[config.mk]
export PLATFORM = sky130hd
export DESIGN_NAME = gemm_seq_ctrl
export DESIGN_NICKNAME = d
export VERILOG_FILES = /design/src/rtl/gemm_seq_ctrl.sv
export SDC_FILE = /design/constraint.sdc
export NUM_CORES = 1
export LEC_CHECK = 0
export ABC_AREA = 1
export CAP_MARGIN = 40
export CORE_UTILIZATION = 35
export CTS_CLUSTER_SIZE = 40
export DETAILED_ROUTE_END_ITERATION = 10
export GPL_TIMING_DRIVEN = 0
export PLACE_DENSITY_LB_ADDON = 0.1
export SYNTH_ARGS = -nofsm -noshare
export SYNTH_HDL_FRONTEND = slang
export SYNTH_SLANG_ARGS = --single-unit
[constraint.sdc]
create_clock -name clk -period 1.74 [get_ports clk]
set_input_delay 0.348 -clock clk [delete_from_list [all_inputs] [get_ports clk]]
set_output_delay 0.348 -clock clk [all_outputs]
set_load 0.02 [all_outputs]
[src/rtl/gemm_seq_ctrl.sv]
// rtl/gemm_seq_ctrl.sv - tile sequencer for the weight-stationary systolic GEMM array
module gemm_seq_ctrl #(
    parameter int ROWS       = 14,
    parameter int CNT_WIDTH  = 5,
    parameter int ADDR_WIDTH = 8
) (
    input  logic                  clk,
    input  logic                  rst_n,
    input  logic                  start_i,
    input  logic [ADDR_WIDTH-1:0] k_len_i,
    output logic                  busy_o,
    output logic                  done_o,
    output logic                  w_rd_en_o,
    output logic [CNT_WIDTH-1:0]  w_addr_o,
    output logic                  x_rd_en_o,
    output logic [ADDR_WIDTH-1:0] x_addr_o,
    output logic                  o_wr_en_o,
    output logic [ADDR_WIDTH-1:0] o_addr_o
);

    localparam int LAT = 2 * ROWS - 1;
    localparam logic [CNT_WIDTH-1:0] W_LAST = CNT_WIDTH'(ROWS - 1);
    localparam logic [CNT_WIDTH-1:0] D_LAST = CNT_WIDTH'(LAT - 1);

    typedef enum logic [2:0] {
        S_IDLE,
        S_LOAD_W,
        S_FEED,
        S_DRAIN,
        S_DONE
    } state_t;

    state_t                r_state;
    logic [ADDR_WIDTH-1:0] r_k;
    logic                  r_busy;
    logic                  r_done;
    logic                  r_w_rd_en;
    logic [CNT_WIDTH-1:0]  r_w_addr;
    logic                  r_x_rd_en;
    logic [ADDR_WIDTH-1:0] r_x_addr;
    logic [CNT_WIDTH-1:0]  r_d_cnt;
    logic [LAT-2:0]        r_dly;
    logic                  r_o_wr_en;
    logic [ADDR_WIDTH-1:0] r_o_addr;
    logic                  w_accept;

    assign w_accept = (r_state == S_IDLE) && start_i;

    always_ff @(posedge clk) begin
        if (!rst_n) begin
            r_state   <= S_IDLE;
            r_k       <= '0;
            r_busy    <= 1'b0;
            r_done    <= 1'b0;
            r_w_rd_en <= 1'b0;
            r_w_addr  <= '0;
            r_x_rd_en <= 1'b0;
            r_x_addr  <= '0;
            r_d_cnt   <= '0;
        end else begin
            case (r_state)
                S_IDLE: begin
                    if (start_i) begin
                        r_state   <= S_LOAD_W;
                        r_k       <= k_len_i;
                        r_busy    <= 1'b1;
                        r_w_rd_en <= 1'b1;
                        r_w_addr  <= '0;
                    end
                end
                S_LOAD_W: begin
                    if (r_w_addr == W_LAST) begin
                        r_w_rd_en <= 1'b0;
                        r_w_addr  <= '0;
                        if (r_k == '0) begin
                            r_state <= S_DONE;
                            r_done  <= 1'b1;
                        end else begin
                            r_state   <= S_FEED;
                            r_x_rd_en <= 1'b1;
                            r_x_addr  <= '0;
                        end
                    end else begin
                        r_w_addr <= r_w_addr + CNT_WIDTH'(1);
                    end
                end
                S_FEED: begin
                    if (r_x_addr == r_k - ADDR_WIDTH'(1)) begin
                        r_state   <= S_DRAIN;
                        r_x_rd_en <= 1'b0;
                        r_x_addr  <= '0;
                        r_d_cnt   <= '0;
                    end else begin
                        r_x_addr <= r_x_addr + ADDR_WIDTH'(1);
                    end
                end
                S_DRAIN: begin
                    if (r_d_cnt == D_LAST) begin
                        r_state <= S_DONE;
                        r_done  <= 1'b1;
                        r_d_cnt <= '0;
                    end else begin
                        r_d_cnt <= r_d_cnt + CNT_WIDTH'(1);
                    end
                end
                S_DONE: begin
                    r_state <= S_IDLE;
                    r_done  <= 1'b0;
                    r_busy  <= 1'b0;
                end
                default: begin
                    r_state <= S_IDLE;
                end
            endcase
        end
    end

    // Write enable trails the feed by exactly LAT cycles; the final stage is r_o_wr_en itself.
    always_ff @(posedge clk) begin
        if (!rst_n || w_accept) begin
            r_dly     <= '0;
            r_o_wr_en <= 1'b0;
            r_o_addr  <= '0;
        end else begin
            r_dly     <= {r_dly[LAT-3:0], r_x_rd_en};
            r_o_wr_en <= r_dly[LAT-2];
            r_o_addr  <= (r_o_wr_en && r_dly[LAT-2]) ? r_o_addr + ADDR_WIDTH'(1) : '0;
        end
    end

    assign busy_o    = r_busy;
    assign done_o    = r_done;
    assign w_rd_en_o = r_w_rd_en;
    assign w_addr_o  = r_w_addr;
    assign x_rd_en_o = r_x_rd_en;
    assign x_addr_o  = r_x_addr;
    assign o_wr_en_o = r_o_wr_en;
    assign o_addr_o  = r_o_addr;

endmodule
* Yosys cells after proc, flatten, opt, wreduce, memory -nomap -nowiden
Cells that the tools add are included.
** Storage, ports and cells
- Output and inout bits :: 26
- Logic and storage cells :: 80
- Register bits :: 68
- Input port bits :: 11
** Operators by class
- Mux-type cells :: 28
- Bitwise logic cells :: 1
- Reduce and logical (&&, ||, !) cells :: 21
- Equality and inequality tests :: 13
- $add $sub $neg :: 5
** Operator list (count)
- $mux 8 :: 3
- $mux 5 :: 4
- $pmux 5 s2 :: 2
- $add 8x1->8 const B :: 2
- $pmux 8 s2 :: 1
- $mux 3 :: 5
- $ne 2x2->1 const B :: 6
- $pmux 3 s4 :: 1
- $reduce_and 4->1 :: 3
- $add 5x1->5 const B :: 2
- $eq 8x8->1 :: 1
- $logic_not 8->1 :: 1
- $mux 1 :: 8
- $reduce_and 2->1 :: 4
- $reduce_bool 2->1 :: 4
- $sub 8x1->8 const B :: 1
- $eq 3x2->1 const B :: 2
- $pmux 1 s2 :: 3
- $reduce_and 3->1 :: 2
- $eq 5x4->1 const B :: 1
- $eq 5x5->1 const B :: 1
- $eq 3x1->1 const B :: 1
- $eq 3x3->1 const B :: 1
- $logic_not 3->1 :: 1
- other kinds (7) :: 8

* Logic depth before layout (Yosys ltp)
Gate-level depths: netlist (run 1).
- Depth in word-level cells :: 4
- Gate-level depth with buffers :: 14

* Least setup slack after synthesis (run 1)
No wires, ideal clock.
- Path kind :: register to register
- Start :: register r_k[0]
- End :: register r_x_addr[2], in the netlist x_addr_o[2]
- Path buffers :: 0
- Library setup time :: 115 ps
- Arrival time :: 1592 ps
- Stages on the path, launching flop included :: 15
- Path slack :: 34 ps
- Cell sequence :: dfxtp_1 inv_1 ha_1 inv_1 nand2_1 nand2_1 nand2_1 nor2_1 nand3_1 nor2_1 nand2_1 nand2_2 nand2_4 nand2_4 nor2_1
** On the way
- Word-level cells in the longest chain between the ends :: 4
- Elaborated cells on any way between the ends :: 7
- Classes of those cells :: add/sub (1); eq/ne (2); mux (2); reduce/logical (2)
** RTL lines
- start: declaration :: line 34 : logic [ADDR_WIDTH-1:0] r_k;
- start signal: assignment :: line 65 : r_k <= k_len_i;
- $sub 8x1->8 :: line 88 : if (r_x_addr == r_k - ADDR_WIDTH'(1)) begin
- $eq 8x8->1 :: line 88
- $mux 8 :: line 88
- $pmux 8 s2 :: line 61 : case (r_state)
- end signal: assignment :: line 94 : r_x_addr <= r_x_addr + ADDR_WIDTH'(1);
- end: declaration :: line 40 : logic [ADDR_WIDTH-1:0] r_x_addr;
Several ways; a longest one is shown, not always the timed one.
A chain may end at the register's enable or synchronous reset.

* Final worst setup path (run 1)
- Start :: register r_k[1]
- End :: register r_x_addr[3], in the netlist x_addr_o[3]
The elaborated chain is that of the path after synthesis.

==> metrics, run 1 <==
cell taking the most area after synthesis dfxtp_1; Min Hold Slack 0.405 ns; Max FO, Critical Path 5; Area Overhead vs Synth 29.2%; CTS Buf Count 9; ANT cells 0; core area 8180 um2; Synth Area per Inst 7.58 um2; Starting DRT DRC Count 99; Seq pwr share 39.4%; post-route minimum period 1.68 ns; VDD IR max 0.493 mV; CTS tree yes; Hold Path Depth 2; post-synthesis sequential area ratio 46.4%; Final WS setup 0.0566 ns; top_reg_cell synth dfxtp_1; global route hottest layer met2; met3 GRT Util 4.15%; Final Setup Violations 0; period utilization 96.7%; pre-CTS setup slack -0.248 ns; Die Y 93.5 um; Post-synth top cells 68 x dfxtp_1, 63 x nor2_1, 62 x inv_1; Syn. warnings 0; relative slew slack 69.6%; share of the synthesized area in the top cell type 46.4%; Yosys reg bits 68; Synth cell types 34; fmax 0.594 GHz; initial antenna violation count 0; worst slew pin tran 0.455 ns; Max-cap violations 0; Comb power frac 32.8%; post-route ant nets 0; net switching power figure 0.00171 W; dpl cell area 3420 um2; Slew Limit Fails 0; Post-Synthesis Cells 387; Reg2Reg Capture Point x_addr_o[3]; ys async rst share 0%; register-to-register setup slack 0.06 ns; Fin Setup TNS 0 ns; layout cells sized above 1 16.9%; crit path launch type flop; Syn Nets 406; final instance area 3790 um2; dpl hpwl 4.22 mm; RR Startpoint r_k[1]; clock latency on the worst-skew pair 0.34 ns; vias in the first global route 2290; Buffers on Ports 36; top-count cell post-synth dfxtp_1; largest net degree at the start of global routing 14; Nets 464; Routability Congestion 0.790; Clk network pwr share 27.8%; status finished clean; global-route usage over all layers 15.4%; RSZ-0062 raised after global routing yes; # DRC 0; DIE AREA 8750 um2; DR pass1 iterations 4; dominant cells by area after synthesis dfxtp_1 46%, nor2_1 8.1%, inv_1 7.9%; via count 2452; worst hold path type flop to flop; I/O pins 37; kind of critical path flop to flop; CP Capture Type flop; Hold Path Origin r_dly[1]; # rows 33; Reg2Reg Depth 14; Worst Skew 0.00626 ns; CTS H-tree lvls 3; WHS Endpoint r_dly[2]; Fin. Hold Viols 0; DR vias/cell 4.42; post-synthesis cell area 2930 um2; Worst EP required 1.98 ns; clock-pin slew on the worst setup and hold paths 0.08 ns; total grt overflow 0; P_leak 1.60 nW; GRT met1 Usage 19.1%; first-pass GRT wire length 10.3 mm; Sw Ratio 36.5%; number of flops mapped to enable cells by yosys 0; Max clock buf depth 2; Die W 93.5 um; arrival time worst endpoint 1.92 ns; pwr dens 1240 nW/um2; Sink Count 68; starting density of the core 35.9%; root buffer cell clkbuf_8; drt total wl 6.05 mm; M2 GR Usage 25.0%; WL per Instance 10.9 um; internal power 0.00298 W
through the flow:
stage                     power [W]  utilization [%]  std cells
after CTS                   0.00455             44.5        546
after global placement      0.00318             41.9        528
after detailed placement    0.00319             41.9        528
final                       0.00469             46.3        555
after global routing        0.00503             46.3        555
after floorplan             0.00283                -        387
logic make-up (layout without fill, tap and decap cells):
kind of cell | Yosys count | in the layout | synth area share, %
AO/OA/AOI/OAI | 48 | 48 | 8.66
adder cells (fa/ha/maj) | 8 | 8 | 3.41
buffers and inverters | 75 | 138 | 10.0
flip-flops | 68 | 68 | 46.4
AND/OR/NAND/NOR | 174 | 174 | 27.3
XOR/XNOR | 14 | 14 | 4.18
worst max path at each step:
stage / start / endpoint / slack (ns)
2_1_floorplan: r_k[0] / x_addr_o[2] / 0.03
3_3_place_gp: start_i / o_addr_o[3] / -0.25
3_5_place_dp: start_i / o_addr_o[3] / -0.25
4_1_cts: r_k[0] / x_addr_o[2] / 0.0002
5_1_grt: r_k[1] / x_addr_o[3] / -0.08
6_report: r_k[1] / x_addr_o[3] / 0.06
layout by cell type, fill, tap and decap left out, drive strengths merged, types with 8 or more instances in the layout:
| master | synthesis | layout |
|---|---|---|
| a21oi | 25 | 25 |
| inv | 69 | 70 |
| nor2 | 67 | 67 |
| clkdlybuf4s50 | 0 | 20 |
| xor2 | 10 | 10 |
| o21ai | 21 | 21 |
| nand3 | 21 | 21 |
| dfxtp | 68 | 68 |
| clkbuf | 1 | 10 |
| buf | 4 | 15 |
| nand2 | 67 | 67 |
| dlygate4sd2 | 0 | 12 |
| ha | 8 | 8 |
power groups by stage:
stage | clock (W) | combinational (W) | sequential (W)
2_1_floorplan | 0 | 0.000944 | 0.00188
3_3_place_gp | 0 | 0.00132 | 0.00187
3_5_place_dp | 0 | 0.00132 | 0.00186
4_1_cts | 0.00137 | 0.00135 | 0.00183
5_1_grt | 0.00142 | 0.00173 | 0.00188
6_report | 0.00130 | 0.00154 | 0.00185
critical path: stages (launching register included):
cell     delay, ns
dfxtp_2       0.36
inv_4         0.06
ha_4          0.24
inv_2         0.04
nand2_1       0.04
nand2_1       0.06
nand2_1       0.05
nor2_1        0.08
nand3_1       0.09
nor2_2        0.16
nand2_2       0.10
nand2_4       0.10
nand2_4       0.06
nand2_4       0.10
nor2_2        0.04
metal layers:
layer | part of all wire, % | wire length, um | vias to the layer above
li1 | - | - | 1313
met1 | 49 | 2950 | 1094
met2 | 46 | 2760 | 37
met3 | 3.8 | 232 | 8
met4 | 1.7 | 102 | 0
met5 | 0 | 0 | -
state kept, by name, summed over array words and instances, names as in the netlist, 3 cells and up:
signal,count
w_addr_o,5
r_d_cnt,5
x_addr_o,8
o_addr_o,8
r_k,8
r_dly,26
r_state,3
timing repair:
item	4_1_cts	5_1_grt
cloned	0	0
buffers inserted	2	9
gates resized for setup	19	22
pin swaps	2	14
hold buffers	0	0
setup endpoints to repair	28	52
layout make-up:
| class | count | area, um2 |
|---|---|---|
| plain buffers | 5 | 28.8 |
| fillers | 841 | 4390 |
| flip-flops and latches | 68 | 1370 |
| inverters | 70 | 273 |
| clock inverters | 7 | 75.1 |
| repair buffers | 47 | 450 |
| multi-input cells | 244 | 1340 |
| clock buffers | 9 | 124 |
| well taps | 105 | 131 |
No activity file was read; power rests on OpenSTA's default activity.
==> inputs of run 2 (changes only) <==
--- a/config.mk
+++ b/config.mk
@@ -5,7 +5,6 @@
 export SDC_FILE = /design/constraint.sdc
 export NUM_CORES = 1
 export LEC_CHECK = 0
-export ABC_AREA = 1
 export CAP_MARGIN = 40
 export CORE_UTILIZATION = 35
 export CTS_CLUSTER_SIZE = 40
==> run 2 against run 1 <==
The run now ends with negative setup slack left. Global-route usage is 0.22 points lower. Total power down 31%. Cell count fell by 13%. Worst hold slack better by 0.024 ns. Critical path depth decreased by 7. Non-clock buffer count increased by 4. Routed wire length increased by 5.4%. Area after synthesis is 0.94% higher. Count of clock-buffer cells in the layout unchanged. Critical endpoint is now x_addr_o[6].
==> metrics, run 2 <==
period utilization 109% (+12 points); I/O pins 37 (unchanged); CTS Buf Count 9 (unchanged); DR vias/cell 4.90 (+11%); total grt overflow 0 (unchanged); DIE AREA 8830 um2 (+0.92%); Routability Congestion 0.719 (-8.9%); dpl hpwl 4.30 mm (+1.7%); Syn. warnings 0 (unchanged); number of flops mapped to enable cells by yosys 0 (unchanged); ys async rst share 0% (unchanged); Non-Filler Instances 483 (-13%); initial antenna violation count 0 (unchanged); dominant cells by area after synthesis dfxtp_1 46%, and2_1 5.9%, a21oi_1 4.6%; CTS H-tree lvls 3 (unchanged); kind of critical path flop to flop; Largest Register r_dly; ANT cells 0 (unchanged); Final Setup Violations 14 (+14); RSZ-0062 raised after global routing yes; failing checks negative setup slack; largest delay contributor family on the critical path compound AO/OA/AOI/OAI gates; max reg flops 26 (unchanged); Fill cells 827 (-1.7%); Reg2Reg Capture Point x_addr_o[6]; crit path cell chain inv_4 > ha_4 > or4b_4 > o2111ai_4 > a21o_2 > a32oi_4 > a21oi_1; Post-CTS Hold Buffers 0 (unchanged); post-route ant nets 0 (unchanged); Yosys reg bits 68 (unchanged); global-route usage over all layers 15.2% (-0.22 points); largest net degree at the start of global routing 14 (unchanged); # rows 33 (unchanged); Post-Synthesis Cells 318 (-18%); Hold Path Depth 1 (-1); Buffers on Ports 36 (unchanged); VDD IR max 0.389 mV (-21%); CTS tree yes; top-count cell post-synth dfxtp_1; status finished with violations; CP Buf/Inv Count 1 (-1); via count 2365 (-3.5%); drt total wl 6.38 mm (+5.4%); WL per Instance 13.2 um (+21%); Sink Count 68 (unchanged); pwr dens 827 nW/um2 (-33%); P_leak 1.47 nW (-8.6%); post-synthesis sequential area ratio 46.0% (-0.43 points); worst hold path type flop to flop; Post-synth top cells 68 x dfxtp_1, 29 x nand2_1, 28 x and2_1; Final WS setup -0.157 ns (-0.213 ns); most frequent cells in the layout 58 x dfxtp_1, 29 x nand2_1, 28 x and2_1, 25 x clkdlybuf4s50_1; starting density of the core 36.0% (+0.15 points); Worst EP required 2.01 ns (+0.03 ns); Synth cell types 52 (+53%); Die Y 94.0 um (+0.46%); worst slew pin tran 0.584 ns (+0.129 ns); first-pass GRT wire length 10.3 mm (-0.54%); Slew Limit Fails 0 (unchanged); pre-CTS setup slack -0.590 ns (-0.341 ns); Worst Skew 0.00508 ns (-0.00118 ns); Syn Nets 337 (-17%); layout cells sized above 1 20.9% (+4.0 points); Synth Area per Inst 9.31 um2 (+23%); vias in the first global route 2138 (-6.6%); Max FO, Critical Path 8 (+3); placed insts 459 (-13%); max incr delay on CP 0.46 ns (+0.10 ns); cell taking the most area after synthesis dfxtp_1; Max clock buf depth 2 (unchanged); Fin. Hold Viols 0 (unchanged); clock latency on the worst-skew pair 0.34 ns (about the same); RR Startpoint r_k[0]; share of the synthesized area in the top cell type 46.0% (-0.43 points); Reg2Reg Depth 7 (-7); Nets 392 (-16%); Starting DRT DRC Count 78 (-21%); # DRC 0 (unchanged); Area Overhead vs Synth 33.1%; CP max stage cell or4b_4; core area 8220 um2 (+0.51%); Die W 94.0 um (+0.46%); WHS Endpoint r_dly[17]; relative slew slack 61.0% (-8.6 points); arrival time worst endpoint 2.17 ns (+0.25 ns); top_reg_cell synth dfxtp_1; post-synthesis cell area 2960 um2 (+0.94%); Hold Path Origin r_dly[16]; clock-pin slew on the worst setup and hold paths 0.08 ns (about the same); Max-cap violations 0 (unchanged); CP Capture Type flop; Setup crit start r_k[0]; post-route minimum period 1.90 ns (+0.213 ns); root buffer cell clkbuf_8; fmax 0.527 GHz (-11%); crit path launch type flop; DR pass1 iterations 4 (unchanged); most common cell after layout, fill and taps aside dfxtp_1; register-to-register setup slack -0.16 ns (-0.21 ns)
-- run 2: through the flow --
step	utilization, %	hold slack (ns)	total power [W]	instance area, um2	setup TNS [ns]
after detailed placement	42.8	0.411	0.00191	3510	-25.61
after global routing	47.9	0.444	0.00341	3940	-2.96
after CTS	46.2	0.431	0.00328	3790	-1.83
after floorplan	-	0.406	0.00183	3020	-0.150
final	47.9	0.429	0.00326	3940	-1.82
after global placement	42.8	0.409	0.00191	3510	-26.08
-- run 2: power by group --
group | internal (W) | leakage (nW) | switching, W | total (W)
combinational | 0.000161 | 0.816 | 0.000183 | 0.000345
clock | 0.000668 | 0.0958 | 0.000646 | 0.00131
sequential | 0.00158 | 0.555 | 0.0000235 | 0.00160
-- run 2: worst max path at each step --
stage | endpoint | slack (ns) | depth (start not counted)
final | x_addr_o[6] | -0.16 | 7
after global routing | x_addr_o[6] | -0.24 | 7
after CTS | x_addr_o[6] | -0.14 | 7
after detailed placement | o_addr_o[2] | -0.59 | 6
after global placement | o_addr_o[5] | -0.60 | 6
after floorplan | x_addr_o[5] | -0.02 | 7
-- run 2: cell families (layout without fill, tap and decap cells) --
family                   count (synthesis)  after routing  synth area share, %
AO/OA/AOI/OAI                           59             59                 14.8
buffers and inverters                   19             79                 2.71
multiplexers                             1              1                0.338
XOR/XNOR                                21             21                 6.85
AND/OR/NAND/NOR                        142            142                 26.0
flip-flops                              68             68                 46.0
adder cells (fa/ha/maj)                  8              8                 3.38
-- run 2: layout make-up --
class	instances	area (um2)	area share [%]
Sequential cell	68	1380	35.0
Buffer	12	70.1	1.78
Inverter	7	33.8	0.858
Timing Repair Buffer	44	422	10.7
Clock inverter	7	76.3	1.94
Tap cell	105	131	3.34
Multi-Input combinational cell	231	1700	43.2
Clock buffer	9	124	3.14
-- run 2: what timing repair did --
| action | CTS | global route |
|---|---|---|
| pin swaps | 12 | 13 |
| gates resized for setup | 23 | 30 |
| endpoints found under the setup margin | 56 | 50 |
| setup buffers | 4 | 4 |
-- run 2: per-layer routing --
metal  wire length, um  global-route usage (%)
met1              3220                    20.5
met2              2850                    23.1
met3               197                    3.16
met4               108                    7.18
met5                 0                       0
